`config.mk`:
```
export PLATFORM = sky130hd
export DESIGN_NAME = fb_scan_arbiter_flat
export DESIGN_NICKNAME = d
export VERILOG_FILES = /design/src/rtl/fb_scan_arbiter_if.sv /design/src/rtl/fb_scan_arbiter.sv /design/src/flat_wrapper.sv
export SDC_FILE = /design/constraint.sdc
export NUM_CORES = 1
export LEC_CHECK = 0
export CAP_MARGIN = 0
export CORE_UTILIZATION = 39
export DETAILED_ROUTE_END_ITERATION = 8
export PLACE_DENSITY = 0.78
export SLEW_MARGIN = 20
export SYNTH_ARGS = -nofsm -noshare
export SYNTH_HDL_FRONTEND = slang
export SYNTH_SLANG_ARGS = --single-unit
```
`constraint.sdc`:
```
create_clock -name dclk -period 2.9 [get_ports dclk]
set_input_delay 0.29 -clock dclk [delete_from_list [all_inputs] [get_ports dclk]]
set_output_delay 0.29 -clock dclk [all_outputs]
set_load 0.02 [all_outputs]
```
`src/rtl/fb_scan_arbiter_if.sv`:
```
`default_nettype none
// +--------------------------------------------------------------------------+
// | fb_scan_arbiter_if                                                       |
// | Paint-engine side of the framebuffer arbiter: write handshake and clear  |
// | Rev 1.0                                                                  |
// +--------------------------------------------------------------------------+
interface fb_scan_arbiter_if;
  logic        wr_valid;
  logic        wr_ready;
  logic [14:0] wr_addr;
  logic [8:0]  wr_data;
  logic        clr_req;
  logic [8:0]  clr_color;
  logic        clr_busy;
  logic        clr_done;

  modport master (
    output wr_valid, wr_addr, wr_data, clr_req, clr_color,
    input  wr_ready, clr_busy, clr_done
  );

  modport slave (
    input  wr_valid, wr_addr, wr_data, clr_req, clr_color,
    output wr_ready, clr_busy, clr_done
  );
endinterface
`default_nettype wire

```
`src/rtl/fb_scan_arbiter.sv`:
```
`default_nettype none
// +--------------------------------------------------------------------------+
// | fb_scan_arbiter                                                          |
// | Single-port framebuffer sharing: VGA scan fetch, paint writes, clear     |
// | Rev 1.0                                                                  |
// +--------------------------------------------------------------------------+
module fb_scan_arbiter #(
  parameter int HBP  = 144,
  parameter int HFP  = 784,
  parameter int VBP  = 31,
  parameter int VFP  = 511,
  parameter int FB_W = 160,
  parameter int FB_H = 120
) (
  input  logic              dclk,
  input  logic              clr_n,
  input  logic [9:0]        hc,
  input  logic [9:0]        vc,
  output logic [8:0]        color,
  fb_scan_arbiter_if.slave  paint,
  output logic              ram_en,
  output logic              ram_we,
  output logic [14:0]       ram_addr,
  output logic [8:0]        ram_wdata,
  input  logic [8:0]        ram_rdata
);

  localparam logic [9:0]  c_HBP        = 10'(HBP);
  localparam logic [9:0]  c_HFP        = 10'(HFP);
  localparam logic [9:0]  c_VBP        = 10'(VBP);
  localparam logic [9:0]  c_VFP        = 10'(VFP);
  localparam logic [9:0]  c_SLOT_FIRST = 10'(HBP - 2);
  localparam logic [9:0]  c_SLOT_LAST  = 10'(HFP - 6);
  localparam logic [14:0] c_FB_W       = 15'(FB_W);
  localparam logic [14:0] c_CELLS      = 15'(FB_W * FB_H);
  localparam logic [14:0] c_CELL_LAST  = 15'(FB_W * FB_H - 1);

  typedef enum logic [1:0] {
    ST_IDLE  = 2'd0,
    ST_CLEAR = 2'd1,
    ST_DONE  = 2'd2
  } state_t;

  logic        w_vact;
  logic        w_hact;
  logic        w_active;
  logic [1:0]  w_hphase;
  logic        w_slot;
  logic [14:0] w_scan_addr;

  logic [7:0]  r_col;
  logic [1:0]  r_vsub;
  logic [14:0] r_row_base;
  logic        r_rd_pend;
  logic [8:0]  r_pix;

  state_t      r_state;
  state_t      w_state_nxt;
  logic [14:0] r_clr_addr;
  logic [14:0] w_clr_addr_nxt;
  logic [8:0]  r_clr_color;
  logic [8:0]  w_clr_color_nxt;

  logic        w_wr_ready;
  logic        w_busy;
  logic        w_done;
  logic        w_ram_en;
  logic        w_ram_we;
  logic [14:0] w_ram_addr;
  logic [8:0]  w_ram_wdata;

  assign w_vact   = (vc >= c_VBP) && (vc < c_VFP);
  assign w_hact   = (hc >= c_HBP) && (hc < c_HFP);
  assign w_active = w_vact && w_hact;
  // Slots sit two clocks ahead of each 4-pixel cell so the synchronous read lands in time.
  assign w_hphase = hc[1:0] - c_SLOT_FIRST[1:0];
  assign w_slot   = w_vact && (hc >= c_SLOT_FIRST) && (hc <= c_SLOT_LAST) && (w_hphase == 2'b00);

  assign w_scan_addr = r_row_base + {7'd0, r_col};

  always_ff @(posedge dclk) begin
    if (!clr_n) begin
      r_col      <= '0;
      r_vsub     <= '0;
      r_row_base <= '0;
    end else begin
      if (hc < c_SLOT_FIRST) begin
        r_col <= '0;
      end else if (w_slot) begin
        r_col <= r_col + 8'd1;
      end
      // Row base steps by one framebuffer row every fourth active line.
      if (vc < c_VBP) begin
        r_vsub     <= '0;
        r_row_base <= '0;
      end else if (w_vact && (hc == c_HFP)) begin
        r_vsub <= r_vsub + 2'd1;
        if (r_vsub == 2'd3) begin
          r_row_base <= r_row_base + c_FB_W;
        end
      end
    end
  end

  always_ff @(posedge dclk) begin
    if (!clr_n) begin
      r_rd_pend <= 1'b0;
      r_pix     <= '0;
    end else begin
      r_rd_pend <= w_slot;
      if (r_rd_pend) begin
        r_pix <= ram_rdata;
      end
    end
  end

  assign color = w_active ? r_pix : 9'd0;

  always_ff @(posedge dclk) begin
    if (!clr_n) begin
      r_state     <= ST_IDLE;
      r_clr_addr  <= '0;
      r_clr_color <= '0;
    end else begin
      r_state     <= w_state_nxt;
      r_clr_addr  <= w_clr_addr_nxt;
      r_clr_color <= w_clr_color_nxt;
    end
  end

  always_comb begin
    w_state_nxt     = r_state;
    w_clr_addr_nxt  = r_clr_addr;
    w_clr_color_nxt = r_clr_color;
    w_wr_ready      = 1'b0;
    w_busy          = 1'b0;
    w_done          = 1'b0;
    w_ram_en        = 1'b0;
    w_ram_we        = 1'b0;
    w_ram_addr      = '0;
    w_ram_wdata     = '0;
    if (clr_n) begin
      if (w_slot) begin
        w_ram_en   = 1'b1;
        w_ram_addr = w_scan_addr;
      end
      case (r_state)
        ST_IDLE, ST_DONE: begin
          w_wr_ready = !w_slot;
          // Out-of-range writes still handshake but never reach the RAM.
          if (paint.wr_valid && !w_slot && (paint.wr_addr < c_CELLS)) begin
            w_ram_en    = 1'b1;
            w_ram_we    = 1'b1;
            w_ram_addr  = paint.wr_addr;
            w_ram_wdata = paint.wr_data;
          end
          if (r_state == ST_DONE) begin
            w_done      = 1'b1;
            w_state_nxt = ST_IDLE;
          end else if (paint.clr_req) begin
            w_state_nxt     = ST_CLEAR;
            w_clr_addr_nxt  = '0;
            w_clr_color_nxt = paint.clr_color;
          end
        end
        ST_CLEAR: begin
          w_busy = 1'b1;
          if (!w_slot) begin
            w_ram_en    = 1'b1;
            w_ram_we    = 1'b1;
            w_ram_addr  = r_clr_addr;
            w_ram_wdata = r_clr_color;
            if (r_clr_addr == c_CELL_LAST) begin
              w_state_nxt = ST_DONE;
            end else begin
              w_clr_addr_nxt = r_clr_addr + 15'd1;
            end
          end
        end
        default: w_state_nxt = ST_IDLE;
      endcase
    end
  end

  assign paint.wr_ready = w_wr_ready;
  assign paint.clr_busy = w_busy;
  assign paint.clr_done = w_done;
  assign ram_en         = w_ram_en;
  assign ram_we         = w_ram_we;
  assign ram_addr       = w_ram_addr;
  assign ram_wdata      = w_ram_wdata;

endmodule
`default_nettype wire
```
`src/flat_wrapper.sv`:
```
// flat-port wrapper written by rule: the top's interface ports become plain ports
module fb_scan_arbiter_flat 
#(
  parameter int HBP  = 144,
  parameter int HFP  = 784,
  parameter int VBP  = 31,
  parameter int VFP  = 511,
  parameter int FB_W = 160,
  parameter int FB_H = 120
)
  (dclk, clr_n, hc, vc, color, ram_en, ram_we, ram_addr, ram_wdata, ram_rdata, paint_wr_valid, paint_wr_addr, paint_wr_data, paint_clr_req, paint_clr_color, paint_wr_ready, paint_clr_busy, paint_clr_done);
  fb_scan_arbiter_if paint_i ();
  input  logic dclk;
  input  logic clr_n;
  input  logic [9:0] hc;
  input  logic [9:0] vc;
  output logic [8:0] color;
  output logic ram_en;
  output logic ram_we;
  output logic [14:0] ram_addr;
  output logic [8:0] ram_wdata;
  input  logic [8:0] ram_rdata;
  input wire logic [$bits(paint_i.wr_valid)-1:0] paint_wr_valid;
  input wire logic [$bits(paint_i.wr_addr)-1:0] paint_wr_addr;
  input wire logic [$bits(paint_i.wr_data)-1:0] paint_wr_data;
  input wire logic [$bits(paint_i.clr_req)-1:0] paint_clr_req;
  input wire logic [$bits(paint_i.clr_color)-1:0] paint_clr_color;
  output wire logic [$bits(paint_i.wr_ready)-1:0] paint_wr_ready;
  output wire logic [$bits(paint_i.clr_busy)-1:0] paint_clr_busy;
  output wire logic [$bits(paint_i.clr_done)-1:0] paint_clr_done;
  assign paint_i.wr_valid = paint_wr_valid;
  assign paint_i.wr_addr = paint_wr_addr;
  assign paint_i.wr_data = paint_wr_data;
  assign paint_i.clr_req = paint_clr_req;
  assign paint_i.clr_color = paint_clr_color;
  assign paint_wr_ready = paint_i.wr_ready;
  assign paint_clr_busy = paint_i.clr_busy;
  assign paint_clr_done = paint_i.clr_done;
  fb_scan_arbiter #(.HBP(HBP), .HFP(HFP), .VBP(VBP), .VFP(VFP), .FB_W(FB_W), .FB_H(FB_H)) u_core (.dclk(dclk), .clr_n(clr_n), .hc(hc), .vc(vc), .color(color), .paint(paint_i), .ram_en(ram_en), .ram_we(ram_we), .ram_addr(ram_addr), .ram_wdata(ram_wdata), .ram_rdata(ram_rdata));
endmodule
```
=== After elaboration in Yosys (flattened, before gate mapping) ===
Index checks and enable logic that the tools add are counted.

* Add/subtract/negate cells: 6
* $lt $le $gt $ge: 9
* Equality and inequality tests: 11
* Muxes and demuxes: 36
* Bitwise operators: 2
* Reduce and logical (&&, ||, !) cells: 20

{| class="wikitable"
|+ Operators by type and width
! operator !! number
|-
| $mux 15 || 8
|-
| $pmux 15 s2 || 2
|-
| $mux 9 || 4
|-
| $ge 10x8->1 const B || 2
|-
| $pmux 9 s2 || 1
|-
| $add 15x1->15 const B || 1
|-
| $add 15x8->15 || 1
|-
| $add 15x8->15 const B || 1
|-
| $eq 15x15->1 const B || 1
|-
| $lt 15x15->1 const B || 1
|-
| $mux 1 || 14
|-
| $eq 10x10->1 const B || 1
|-
| $ge 10x5->1 const B || 1
|-
| $le 10x10->1 const B || 1
|-
| $lt 10x10->1 const B || 1
|-
| $lt 10x5->1 const B || 1
|-
| $lt 10x8->1 const B || 1
|-
| $lt 10x9->1 const B || 1
|-
| $logic_and 1x1->1 || 9
|-
| $add 8x1->8 const B || 1
|-
| $mux 2 || 4
|-
| $ne 2x2->1 const B || 4
|-
| $reduce_and 3->1 || 2
|-
| $reduce_or 2->1 || 3
|-
| 14 further kinds || 18
|}

* Bits in registers: 61
* Bits of input ports: 66
* Output and inout bits: 38
* Word-level logic and storage cells: 92

=== Logic depth before layout (Yosys ltp) ===
* Depth in word-level cells: 11
* Mapped depth: 8
* Mapped depth without buffers: 8

=== Worst setup path after synthesis ===
Ideal clock, no wire load.

* Path type: in2out
* Start: input port hc[6]
* End: output port ram_addr[10]
* Arrival: 2221 ps
* Path slack: 389 ps
* Stages: 7
* Cells stage by stage: or3_4 -> o311ai_2 -> o311ai_1 -> nor2_1 -> buf_2 -> a221oi_1 -> a211oi_1

* Word-level cells in the longest chain between the ends: 10

{| class="wikitable"
|+ RTL lines
! element !! line !! RTL
|-
| from (decl) || flat_wrapper.sv:15 || <nowiki>input logic [9:0] hc;</nowiki>
|-
| $ge 10x8->1 || fb_scan_arbiter.sv:77 || <nowiki>assign w_slot = w_vact && (hc >= c_SLOT_FIRST) && (hc <= c_SLOT_LAST) && (w_hphase == 2'b00);</nowiki>
|-
| $logic_and 1x1->1 || fb_scan_arbiter.sv:77 ||
|-
| $logic_and 1x1->1 * (2 in series) || fb_scan_arbiter.sv:77 ||
|-
| $logic_not 1->1 || fb_scan_arbiter.sv:151 || <nowiki>if (paint.wr_valid && !w_slot && (paint.wr_addr < c_CELLS)) begin</nowiki>
|-
| $logic_and 1x1->1 (2 in series) || fb_scan_arbiter.sv:151 ||
|-
| $mux 15 || fb_scan_arbiter.sv:151 ||
|-
| $pmux 15 s2 * || fb_scan_arbiter.sv:147 || <nowiki>case (r_state)</nowiki>
|-
| $mux 15 * || fb_scan_arbiter.sv:142 || <nowiki>if (clr_n) begin</nowiki>
|-
| to (decl) || flat_wrapper.sv:20 || <nowiki>output logic [14:0] ram_addr;</nowiki>
|}

Every way passes the cells marked *; elsewhere a longest branch is shown, timed or not.

=== Final worst setup path ===
* Start: input port hc[6]
* End: output port ram_addr[8]

Same word-level chain as after synthesis.

==> key figures <==
Run status
  • Status: complete, no violations

Layout
  • Final cell utilization of the core: 0.576
  • Ant diodes: 0
  • Layout cell share with drive strength beyond 1: 0.141
  • Fill cell count: 732
  • Fin nets: 620
  • Synthesis-to-finish area growth: 43.4%
  • Final std cells w/o fill: 652

Global route
  • GR Overflow Total: 0
  • Met3 Usage GRT: 0.0332
  • Met1 usage: 0.285
  • Grt met2 use: 0.396
  • Tot GR Track Use: 0.226
  • GRT busiest layer: met2
  • Largest net degree at the start of global routing: 26
  • Number of global-route vias before repair: 3392
  • First-pass GRT wire length: 16.0 mm
  • Initial antenna violation count: 0

Setup path
  • Critical R2R Launch: u_core.r_clr_addr[2]
  • Worst reg2reg path endpoint: u_core.r_clr_addr[7]
  • Critical Path Sink: ram_addr[8]
  • CP Class: in -> out
  • Startpoint Class: primary input
  • FF-to-FF setup slack: 0.42 ns
  • CP Capture Type: primary output
  • Reg2reg path depth: 8
  • Critical path arrival: 2.57 ns
  • Critical Path Fanout Max: 16
  • Worst Path Required: 2.61 ns
  • CP Launch Point: hc[6]

Floorplanning
  • Initial core utilization: 0.402
  • Row count: 33
  • IO Count: 104
  • Die X: 94.0 microns
  • Die area: 8830 sq um
  • Die Ht: 94.0 microns
  • Core area: 8220 sq um

Clocking
  • Deepest clock path buffer count: 2
  • CTS clk-pin slew, worst paths: 0.11 ns
  • Htree depth: 2
  • Clk Latency, worst-skew pair: 0.31 ns
  • TritonCTS Buffers: 5
  • CTS root buffer: clkbuf_8
  • Hold buffer count at CTS: 0
  • Clk sink count: 56
  • CTS tree: built

Yosys
  • Top-count cell post-synth: dfxtp_1
  • Synth async-reset ratio: 0
  • Avg Synthesized Cell Area: 7.86 sq um
  • Sequential area share after synthesis: 0.340
  • Yosys warns: 0
  • Post-synth cell types: 51
  • Top_reg_cell synth: dfxtp_1
  • Yosys reg bits: 56
  • Synthesized net count: 494
  • Post-synth top area cell: dfxtp_1
  • Top cell type's share of synthesized area: 0.340
  • Top cells by area, synth: dfxtp_1 (34%), nor2_1 (6.0%), nand2_1 (5.9%)
  • EDFF count, synth: 0
  • Synth cell count leaders: dfxtp_1 (56), nor2_1 (53), nand2_1 (52)
  • Mapped Area: 3300 sq um
  • Post-synthesis cell count: 420

Job
  • Max Cap Viol: 0

Placed design
  • Placed insts: 644
  • PortBufs: 103
  • Final GP Congestion: 0.846
  • Dpl ws: -0.364 ns
  • Dpl hpwl: 7.42 mm

Drt
  • Post-route DRC: 0
  • DR pass1 iterations: 4
  • Final WL: 9.78 mm
  • Vias: 3585
  • Wire per inst: 15.0 microns
  • Vias/cell: 5.50
  • Drt initial violations: 223
  • Routed Antenna Nets: 0

Power and ir drop
  • Switching power: 0.487 mW
  • Combinational share of power: 0.229
  • Design Power: 1.73 mW
  • Leakage power: 1.93 nW
  • Seq pwr share: 0.462
  • VDD IR max: 0.186 mV
  • Internal: 1.24 mW
  • Clk network pwr share: 0.308
  • Switching part of the total power: 0.282
  • Pwr dens: 365 nW/um^2

Min path
  • Worst min path class: reg -> reg

STA
  • RSZ-0062 raised after global routing: yes
  • Maximum clock rate: 0.350 GHz
  • Skew final: 0.00666 ns
  • Fin. Hold Viols: 0
  • Worst Setup Slack, final: 0.0430 ns
  • Fin crit share: 0.985
  • Slew HR: 0.635
  • Min Hold Slack: 0.465 ns
  • Setup Viol. Count Final: 0
  • Least-Margin Pin Slew: 0.544 ns
  • Pins Over Slew Limit: 0
  • Minimum clock period: 2.86 ns
per-layer routing:
layer	up-vias	part of all wire
met5	-	0
met4	0	0.021
met3	16	0.049
met2	108	0.50
met1	1679	0.43
li1	1782	-
final cells by class:
| class | count | area [sq um] | share of cell area |
|---|---|---|---|
| sequential | 56 | 1120 | 0.237 |
| inverter | 8 | 30.0 | 0.00635 |
| timing repair buffer | 139 | 1230 | 0.261 |
| tap | 105 | 131 | 0.0278 |
| clock inverter | 3 | 47.5 | 0.0101 |
| clock buffer | 5 | 68.8 | 0.0145 |
| multi-input combinational | 336 | 2100 | 0.444 |
worst max-delay path, stage by stage:
cell and delay, ns:
clkdlybuf4s50_1 0.42, or3_4 0.42, o21a_1 0.23, o311ai_2 0.25, nor2_1 0.08, buf_6 0.16
buf_4 0.17, a211oi_1 0.23, clkdlybuf4s15_2 0.30
kinds of logic (layout without fill, tap and decap cells):
family | after synthesis | after routing | share of synthesized area
compound gates | 108 | 108 | 0.226
xor+xnor | 20 | 20 | 0.0531
fa+ha+maj | 8 | 8 | 0.0326
buf+inv | 28 | 155 | 0.0353
flops | 56 | 56 | 0.340
mux | 10 | 10 | 0.0303
simple gates | 190 | 190 | 0.283
cell usage in the layout, fill, tap and decap left out, types with 4 or more instances in the layout:
cell type        instances
a211oi_1                 6
a21oi_1                 38
a221oi_1                11
a22oi_1                  9
and2_1                  16
and3_1                   6
and4_1                   4
buf_2                    6
buf_4                   34
clkbuf_2                15
clkbuf_8                 5
clkdlybuf4s50_1         67
dfxtp_1                 56
dlymetal6s2s_1           9
ha_1                     7
inv_1                    7
mux2i_1                 10
nand2_1                 51
nand3_1                 10
nand4_1                  6
nor2_1                  53
nor3_1                  10
o21ai_0                 16
o31ai_1                  5
or3_1                   13
xnor2_1                 15
xor2_1                   5
power by group through the flow:
stage               clock [mW]  combinational, mW  sequential, mW
floorplan                    0              0.181           0.811
CTS                      0.542              0.395           0.799
global route             0.572              0.427           0.802
finish                   0.532              0.396           0.799
global placement             0              0.396           0.816
detailed placement           0              0.403           0.817
through the flow:
step,area (sq um),setup TNS [ns]
after CTS,4770,-0.113
after global placement,4660,-8.00
final,4730,0
after global routing,4730,-0.103
after floorplan,3300,0
after detailed placement,4660,-8.81
worst min-delay path by stage:
stage,startpoint,slack [ns],end,cells after the start
floorplan,paint_clr_color[0],0.43,u_core.r_clr_color[0],2
global placement,u_core.r_clr_color[0],0.44,u_core.r_clr_color[0],2
detailed placement,u_core.r_clr_color[8],0.45,u_core.r_clr_color[8],2
CTS,u_core.r_clr_color[8],0.47,u_core.r_clr_color[8],2
global route,u_core.r_clr_color[8],0.49,u_core.r_clr_color[8],2
finish,u_core.r_clr_color[1],0.46,u_core.r_clr_color[1],2
timing repair:
| action | in CTS | in global routing |
|---|---|---|
| setup endpoints to repair | 27 | 36 |
| setup buffers | 0 | 0 |
| resized for setup | 50 | 56 |
| pin swaps | 0 | 2 |
flip-flops by register name (all words and copies together), names as in the netlist:
name	count
u_core.r_rd_pend	1
u_core.r_state	2
u_core.r_clr_addr	15
u_core.r_row_base	10
u_core.r_pix	9
u_core.r_col	8
u_core.r_clr_color	9
u_core.r_vsub	2
(Power assumes the default switching activity.)
